### src/rtl/ahb_pkg.sv
// ---------------------------------------------------------------------------
// ahb_pkg
//   AHB-Lite encodings and defaults shared by the bus master and the slaves
//   on the system interconnect.
//
//   htrans_t      : HTRANS transfer types
//   hsize_t       : HSIZE encodings used on this 32-bit bus
//   HBURST_SINGLE : only burst type this system issues
//   HPROT_DEFAULT : non-cacheable, non-bufferable, privileged data access
//   align_addr()  : clears the address bits that a transfer size makes
//                   meaningless, so HADDR is always size-aligned
// ---------------------------------------------------------------------------
package ahb_pkg;

   typedef enum logic [1:0] {
      IDLE   = 2'b00,
      BUSY   = 2'b01,
      NONSEQ = 2'b10,
      SEQ    = 2'b11
   } htrans_t;

   typedef enum logic [2:0] {
      BYTE = 3'b000,
      HALF = 3'b001,
      WORD = 3'b010
   } hsize_t;

   localparam logic [2:0] HBURST_SINGLE = 3'b000;
   localparam logic [3:0] HPROT_DEFAULT = 4'b0011;

   // Byte transfers keep every address bit; halfwords drop bit 0; words drop
   // bits 1:0. Illegal sizes are passed through untouched.
   function automatic logic [31:0] align_addr(input logic [31:0] addr,
                                              input logic [2:0]  size);
      logic [31:0] a;
      a = addr;
      case (size)
         HALF:    a[0]   = 1'b0;
         WORD:    a[1:0] = 2'b00;
         default: a      = addr;
      endcase
      return a;
   endfunction

endpackage

### src/rtl/ahb_lite_master.sv
// ---------------------------------------------------------------------------
// ahb_lite_master
//   Generic AHB-Lite initiator. Takes single read/write commands on a
//   valid/ready port and issues SINGLE NONSEQ transfers, overlapping the
//   address phase of the next command with the data phase of the current
//   one. One response per command, returned in order.
//
//   Parameters
//     HPROT_VALUE : constant driven on HPROT
//
//   Ports
//     HCLK, HRESETn          : clock, synchronous active-low reset
//     cmd_valid / cmd_ready  : command handshake
//     cmd_write, cmd_addr,
//     cmd_size, cmd_wdata    : command payload (wdata already lane-aligned)
//     rsp_valid              : one-cycle pulse per completed command
//     rsp_rdata, rsp_err     : read data (0 for writes) and HRESP at completion
//     busy                   : a transfer is in address or data phase
//     HADDR..HWDATA          : AHB-Lite master outputs, all from flops
//     HRDATA, HREADY, HRESP  : AHB-Lite slave-side inputs
//
//   Pipeline
//     A stage holds the transfer currently in its address phase, D stage the
//     transfer in its data phase. Both advance together on HREADY=1.
// ---------------------------------------------------------------------------
module ahb_lite_master
   import ahb_pkg::*;
#(
   parameter logic [3:0] HPROT_VALUE = HPROT_DEFAULT
) (
   input  logic        HCLK,
   input  logic        HRESETn,

   input  logic        cmd_valid,
   output logic        cmd_ready,
   input  logic        cmd_write,
   input  logic [31:0] cmd_addr,
   input  logic [2:0]  cmd_size,
   input  logic [31:0] cmd_wdata,

   output logic        rsp_valid,
   output logic [31:0] rsp_rdata,
   output logic        rsp_err,
   output logic        busy,

   output logic [31:0] HADDR,
   output logic [1:0]  HTRANS,
   output logic [2:0]  HSIZE,
   output logic [2:0]  HBURST,
   output logic [3:0]  HPROT,
   output logic        HWRITE,
   output logic        HMASTLOCK,
   output logic [31:0] HWDATA,
   input  logic [31:0] HRDATA,
   input  logic        HREADY,
   input  logic        HRESP
);

   // Address stage
   logic        a_valid;
   logic [31:0] a_addr;
   logic [2:0]  a_size;
   logic        a_write;
   logic [31:0] a_wdata;

   // Data stage
   logic        d_valid;
   logic        d_write;
   logic [31:0] d_wdata;

   logic        cmd_accept;
   logic        d_complete;

   // A pending address phase may only be replaced when the bus accepts it
   // (HREADY=1). An empty A stage can always load, even during a wait state:
   // going IDLE -> NONSEQ while HREADY is low is legal AHB-Lite.
   assign cmd_ready  = HREADY || !a_valid;
   assign cmd_accept = cmd_valid && cmd_ready;
   assign d_complete = HREADY && d_valid;

   // -------------------------------------------------------------------------
   // Address stage. cmd_ready already encodes "A is free to change", so the
   // same rule covers the HREADY=1 advance and the load-during-wait case.
   // When A empties, the payload registers keep their last value; HTRANS=IDLE
   // makes them don't-care on the bus.
   // -------------------------------------------------------------------------
   always_ff @(posedge HCLK) begin
      if (!HRESETn) begin
         a_valid <= 1'b0;
         a_addr  <= '0;
         a_size  <= '0;
         a_write <= 1'b0;
         a_wdata <= '0;
      end else if (cmd_ready) begin
         a_valid <= cmd_accept;
         if (cmd_accept) begin
            a_addr  <= align_addr(cmd_addr, cmd_size);
            a_size  <= cmd_size;
            a_write <= cmd_write;
            a_wdata <= cmd_wdata;
         end
      end
   end

   // -------------------------------------------------------------------------
   // Data stage plus response. D only moves on HREADY=1; the payload is only
   // reloaded when a real transfer enters, which keeps HWDATA steady after the
   // last write instead of shadowing a stale A payload.
   // -------------------------------------------------------------------------
   always_ff @(posedge HCLK) begin
      if (!HRESETn) begin
         d_valid   <= 1'b0;
         d_write   <= 1'b0;
         d_wdata   <= '0;
         rsp_valid <= 1'b0;
         rsp_rdata <= '0;
         rsp_err   <= 1'b0;
      end else begin
         if (HREADY) begin
            d_valid <= a_valid;
            if (a_valid) begin
               d_write <= a_write;
               d_wdata <= a_wdata;
            end
         end

         // Response fields are zero outside the pulse so consumers that peek
         // at them off-pulse see something deterministic.
         rsp_valid <= d_complete;
         if (d_complete) begin
            rsp_rdata <= d_write ? 32'h0 : HRDATA;
            rsp_err   <= HRESP;
         end else begin
            rsp_rdata <= '0;
            rsp_err   <= 1'b0;
         end
      end
   end

   // Bus outputs: everything comes straight from stage registers.
   assign HTRANS    = a_valid ? NONSEQ : IDLE;
   assign HADDR     = a_addr;
   assign HSIZE     = a_size;
   assign HWRITE    = a_write;
   assign HWDATA    = d_wdata;
   assign HBURST    = HBURST_SINGLE;
   assign HPROT     = HPROT_VALUE;
   assign HMASTLOCK = 1'b0;

   assign busy = a_valid || d_valid;

endmodule

### config.mk
export PLATFORM = sky130hd
export DESIGN_NAME = ahb_lite_master
export DESIGN_NICKNAME = d
export VERILOG_FILES = /design/src/rtl/ahb_pkg.sv /design/src/rtl/ahb_lite_master.sv
export SDC_FILE = /design/constraint.sdc
export NUM_CORES = 1
export LEC_CHECK = 0
export ABC_AREA = 1
export CAP_MARGIN = 20
export CORE_MARGIN = 1.5
export CORE_UTILIZATION = 40
export DETAILED_ROUTE_END_ITERATION = 7
export PLACE_DENSITY_LB_ADDON = 0.05
export SYNTH_ARGS = -nofsm -noshare
export SYNTH_HDL_FRONTEND = slang
export SYNTH_SLANG_ARGS = --single-unit
export TNS_END_PERCENT = 1
### constraint.sdc
create_clock -name HCLK -period 1.4 [get_ports HCLK]
set_input_delay 0.28 -clock HCLK [delete_from_list [all_inputs] [get_ports HCLK]]
set_output_delay 0.28 -clock HCLK [all_outputs]
set_load 0.01 [all_outputs]
==> results of run 1 <==
-- worst paths after layout --
check,startpoint,end,slack (ns),cells after the start
hold / removal,HRESETn,rsp_valid,0.22,3
setup / recovery,d_valid,busy,0.04,2
setup reg to reg,d_valid,rsp_rdata[7],0.10,6
hold reg to reg,HWDATA[8],HWDATA[8],0.47,2
-- worst max-delay path, delay by kind of cell, from the launching register on --
family / cells / cell delay [ns]
buf+inv: 1 / 0.12
flops: 1 / 0.31
simple gates: 1 / 0.24
-- cell usage after synthesis (all sizes together) --
cell | n | area [um^2]
a21oi | 3 | 15.01
buf | 26 | 201.4
clkbuf | 19 | 71.32
conb | 2 | 7.510
dfxtp | 137 | 2743
inv | 42 | 157.6
nand2 | 8 | 35.03
nand3 | 2 | 10.01
nand3b | 1 | 7.510
nor2 | 233 | 1052
o21ai | 99 | 495.5
o22ai | 1 | 6.260
or2 | 2 | 12.52
-- stage by stage --
stage / area (um^2) / setup slack [ns] / cells / utilization (%) / TNS (ns)
after floorplan: 4841 / 0.2404 / 582 / - / 0
after global routing: 7546 / 0.006610 / 938 / 65.25 / 0
after global placement: 7062 / -0.3341 / 906 / 61.06 / -26.10
after CTS: 7552 / 0.006612 / 938 / 65.30 / 0
after detailed placement: 7062 / -0.3352 / 906 / 61.06 / -27.83
final: 7546 / 0.04108 / 938 / 65.25 / 0
-- sequential cells by signal, summed over array words and instances, names as in the netlist --
signal	count
HWRITE	1
rsp_rdata	32
a_wdata	32
a_valid	1
rsp_valid	1
d_write	1
d_valid	1
HWDATA	32
HSIZE	3
HADDR	32
rsp_err	1
-- cell usage in the layout (no fill, tap or decap) --
| master | synthesis | routed |
|---|---|---|
| clkinv_2 | 0 | 5 |
| clkbuf_1 | 19 | 2 |
| a21oi_1 | 3 | 3 |
| o21ai_0 | 99 | 99 |
| clkbuf_16 | 0 | 17 |
| or2_2 | 1 | 1 |
| buf_2 | 7 | 3 |
| clkbuf_8 | 0 | 5 |
| dfxtp_2 | 0 | 1 |
| inv_1 | 39 | 39 |
| dlygate4sd2_1 | 0 | 102 |
| nand3b_1 | 1 | 1 |
| buf_4 | 14 | 9 |
| nor2_1 | 202 | 202 |
| o22ai_1 | 1 | 1 |
| nor2_4 | 20 | 20 |
| or2_4 | 0 | 1 |
| bufinv_16 | 0 | 3 |
| clkdlybuf4s50_1 | 0 | 103 |
| buf_12 | 1 | 8 |
| dfxtp_1 | 137 | 136 |
| buf_6 | 2 | 1 |
| nand2_1 | 6 | 6 |
| inv_2 | 3 | 3 |
| nand2_2 | 2 | 2 |
| nand3_1 | 2 | 2 |
| nor2_2 | 11 | 11 |
| conb_1 | 2 | 9 |
-- area by class of cell --
cell class	count	area, um^2	area share, %
clock buffers	24	501.7	6.649
clock inverters	8	115.1	1.525
inverters	42	157.7	2.089
multi-input cells	358	1670	22.14
flip-flops and latches	137	2744	36.36
well taps	143	178.9	2.371
repair buffers	226	2178	28.87
-- cells by family after synthesis --
kind of cell	count (synthesis)	share of synthesized area, %
DFF	137	56.96
other	2	0.1560
buffers and inverters	87	8.939
and+or+nand+nor	246	23.21
AOI/OAI and AO/OA	103	10.73
-- power breakdown --
| part | internal [mW] | switching (mW) | total [mW] |
|---|---|---|---|
| registers | 4.13 | 0.0993 | 4.22 |
| logic | 0.606 | 0.549 | 1.16 |
| clock network | 3.02 | 1.54 | 4.57 |
| total | 7.76 | 2.19 | 9.95 |
-- per-layer routing --
metal,up-vias,global-route usage [%],routed length (um)
met5,-,0,0
met4,0,8.608,260
met3,18,7.659,980
met2,142,33.13,5833
met1,1858,21.05,4845
li1,2172,-,-
-- what timing repair did --
item,in CTS,in global routing
gates resized for setup,116,1
endpoints found under the setup margin,105,1
hold buffers,0,0
==> reports/qor.yml, run 1 <==
final_layout:
  fill_cells: 1012
  drive_gt1_share_pct: 11.32
  syn2layout_area_growth_pct: 56.73
  diodes: 0
  fin_nets: 887
detailed_routing:
  drt-initial-drc-count: 149
  antenna_left: 0
  via_per_inst: 4.467
  remaining_drc_errors: 0
  wl_per_cell_um: 12.71
  num_vias: 4190
  wl_um: 11920
  firstDrtPassIters: 4
sta:
  fin_crit_sh_pct: 97.07
  skew_ns: 0.003857
  drv_slew: 0
  min_period_ns: 1.359
  hold_slack_ns: 0.2192
  hold_viol: 0
  clock.fmax_mhz: 735.9
  rsz0062_at_grt: "no"
  setup_viol: 0
clock_network:
  path_clk_slew_ns: 0.05
  clk_latency_ns: 0.41
  cts_setup_buffers: 0
  htree_levels: 4
  root_buffer: "clkbuf_16"
  cts_made_buffers: 17
  cts.sink_count: 137
  cts_tree: "built"
  clock_path_buffers: 2
floorplanning:
  dieArea_um2: 12700
  row_count: 39
  die_x_um: 112.7
  start_util_pct: 41.63
  core-area_um2: 11560
  die_height_um: 112.7
  pin_count: 219
run:
  cap_violations: 0
worst_setup_path:
  path_cells: "or2_4 -> buf_6"
  start_kind: "flop"
  critPathMaxFanout: 2
  crit_required_ns: 1.12
  worstSetupEndpointType: "output pin"
  crit_arrival_ns: 1.08
  crit_type: "flop to output pin"
  critPathSlowestCell: "dfxtp_1"
  cpPeakStageDelay_ns: 0.31
global_routing:
  first_global_vias: 4054
  grt_pass1_wl_um: 19350
  grt_antenna_before_repair: 0
  grt_usage_pct: 19.28
  overflow: 0
  grt_max_degree: 103
logic_synthesis:
  yosysWarnings: 0
  avgSynthCellArea_um2: 8.373
  syn_area_um2: 4815
  yosysSeqAreaShare_pct: 56.96
  synth_cell_types: 23
  syn_inst: 575
  ys_seq_elements: 137
place:
  hpwl_um: 8520
  port_buffers: 209
  gp_congestion: 0.7800
outcome:
  outcome: "completed"
power_and_ir_drop:
  finalPower_mw: 9.946
  p_leak_nw: 3.583
  power_density_nw_per_um2: 1318
  vdd_drop_max_mv: 0.7339
worst_hold_path:
  min_path_type: "input pin to flop"
Note: power is estimated with default switching activity, not from simulation.
==> inputs of run 2 (changes only) <==
--- a/config.mk
+++ b/config.mk
@@ -6,9 +6,12 @@
 export NUM_CORES = 1
 export LEC_CHECK = 0
 export ABC_AREA = 1
+export ABC_CLOCK_PERIOD_IN_PS = 1400
 export CAP_MARGIN = 20
+export CELL_PAD_IN_SITES_DETAIL_PLACEMENT = 1
+export CELL_PAD_IN_SITES_GLOBAL_PLACEMENT = 2
 export CORE_MARGIN = 1.5
-export CORE_UTILIZATION = 40
+export CORE_UTILIZATION = 22
 export DETAILED_ROUTE_END_ITERATION = 7
 export PLACE_DENSITY_LB_ADDON = 0.05
 export SYNTH_ARGS = -nofsm -noshare
==> reports/qor.yml, run 2 (synthesized netlist as in run 1, its figures left out) <==
clock_network:
  clk_latency_ns: 0.41
  root_buffer: "clkbuf_16"
  cts_setup_buffers: 0
  cts.sink_count: 137
  cts_made_buffers: 17
  clock_path_buffers: 2
  ctsHoldBuffers: 0
  cts_tree: "built"
  htree_levels: 4
  path_clk_slew_ns: 0.06
global_routing:
  grt_antenna_before_repair: 0
  first_global_vias: 4243
  grt_pass1_wl_um: 22380
  overflow: 0
  grt_usage_pct: 13.09
  grt_max_degree: 54
sta:
  drv_slew: 0
  hold_viol: 0
  rsz0062_at_grt: "yes"
  clock.fmax_mhz: 723.8
  min_period_ns: 1.382
  skew_ns: 0.008870
  setup_viol: 0
  fin_crit_sh_pct: 98.69
  hold_slack_ns: 0.2027
final_layout:
  fill_cells: 2519
  drive_gt1_share_pct: 11.11
  diodes: 0
  fin_cells: 1067
  layout_common_cells: "nor2_1 (202), dfxtp_1 (135), clkdlybuf4s50_1 (102)"
  syn2layout_area_growth_pct: 59.38
  final_common_cell: "nor2_1"
  fin_area_um2: 7674
  fin_nets: 884
worst_setup_path:
  critPathMaxFanout: 2
  worst_r2r_path_depth: 6
  crit_required_ns: 1.12
  rrSetupSlack_ns: 0.10
  start_kind: "flop"
  crit_type: "flop to output pin"
  crit_arrival_ns: 1.10
  worstSetupEndpointType: "output pin"
place:
  port_buffers: 209
  place_area_um2: 7229
  hpwl_um: 10670
  gp_congestion: 0.6938
  placed_cells: 1035
worst_hold_path:
  min_path_type: "input pin to flop"
  hold_depth: 3
power_and_ir_drop:
  power.share.sequential_pct: 43.6
  clkPwrFrac_pct: 44.2
  combPwrFrac_pct: 12.2
  p_leak_nw: 3.541
  p_sw_share_pct: 25.28
  power_density_nw_per_um2: 1263
  vdd_drop_max_mv: 0.7632
  intPower_mw: 7.240
  power_switching_mw: 2.449
floorplanning:
  core-area_um2: 21220
  die_height_um: 150.9
  start_util_pct: 22.69
  row_count: 53
  pin_count: 219
  dieArea_um2: 22780
  die_x_um: 150.9
detailed_routing:
  remaining_drc_errors: 0
  num_vias: 4293
  antenna_left: 0
  firstDrtPassIters: 4
  drt-initial-drc-count: 104
  wl_um: 14980
  via_per_inst: 4.023
  wl_per_cell_um: 14.04
outcome:
  outcome: "completed"
run:
  cap_violations: 0
run 2: cell count changes in the layout (fill, tap and decap cells not counted), moves of 3 or more:
cell / change
buf_4: -5
inv_6: +4
clkbuf_8: -4
clkinvlp_4: +3
clkdlybuf4s15_1: +3
run 2: path summary, 6_finish.rpt:
kind	startpoint	endpoint
max	d_valid	busy
max reg2reg	d_valid	rsp_rdata[0]
min	HRESETn	rsp_valid
min reg2reg	a_wdata[2]	a_wdata[2]
run 2: cell type report:
class,count,area [um^2],area share [%]
clock buffers,19,442.9,5.772
clock inverters,13,120.1,1.565
inverters,42,157.7,2.054
multi-input cells,358,1670,21.77
flip-flops and latches,137,2745,35.77
well taps,275,344.1,4.484
repair buffers,223,2193,28.58
run 2: repair_timing:
action                     in CTS  in global routing
resized for setup             115                  3
setup endpoints to repair     105                  5
cloned                          0                  0
run 2: critical path, cell delays in order, from the launching register on:
cell and delay (ns):
dfxtp_2 0.32, or2_4 0.24, buf_6 0.12
run 2: power by group through the flow:
stage | clock, mW | combinational (mW) | sequential (mW)
2_1_floorplan | 0 | 0.485 | 4.37
3_3_place_gp | 0 | 1.29 | 4.31
3_5_place_dp | 0 | 1.31 | 4.32
4_1_cts | 4.46 | 1.22 | 4.23
5_1_grt | 4.65 | 1.32 | 4.25
6_report | 4.28 | 1.18 | 4.22
run 2: per-stage QoR:
stage	setup slack, ns	TNS (ns)	utilization (%)	total power [mW]
floorplan	0.2404	0	-	4.854
global placement	-0.3448	-30.46	34.07	5.593
detailed placement	-0.3794	-37.32	34.07	5.626
CTS	-0.002931	-0.002931	36.14	9.905
global route	-0.02989	-0.05174	36.16	10.22
finish	0.01832	0	36.16	9.689
run 2: routing by layer:
layer  routed length [um]  up-vias  track usage (%)  share of wire [%]
met1                 6035     1986            14.24                 40
met5                    0        -                0                  0
met2                 7505      134            22.97                 50
li1                     -     2160                -                  -
met4                  229        0            5.243                1.5
met3                 1209       13            4.819                8.1
==> inputs of run 3 (changes only) <==
--- a/config.mk
+++ b/config.mk
@@ -17,4 +17,3 @@
 export SYNTH_ARGS = -nofsm -noshare
 export SYNTH_HDL_FRONTEND = slang
 export SYNTH_SLANG_ARGS = --single-unit
-export TNS_END_PERCENT = 1
==> results of run 3 <==
No change in the layout: final DEF, timing and power equal those of run 2.
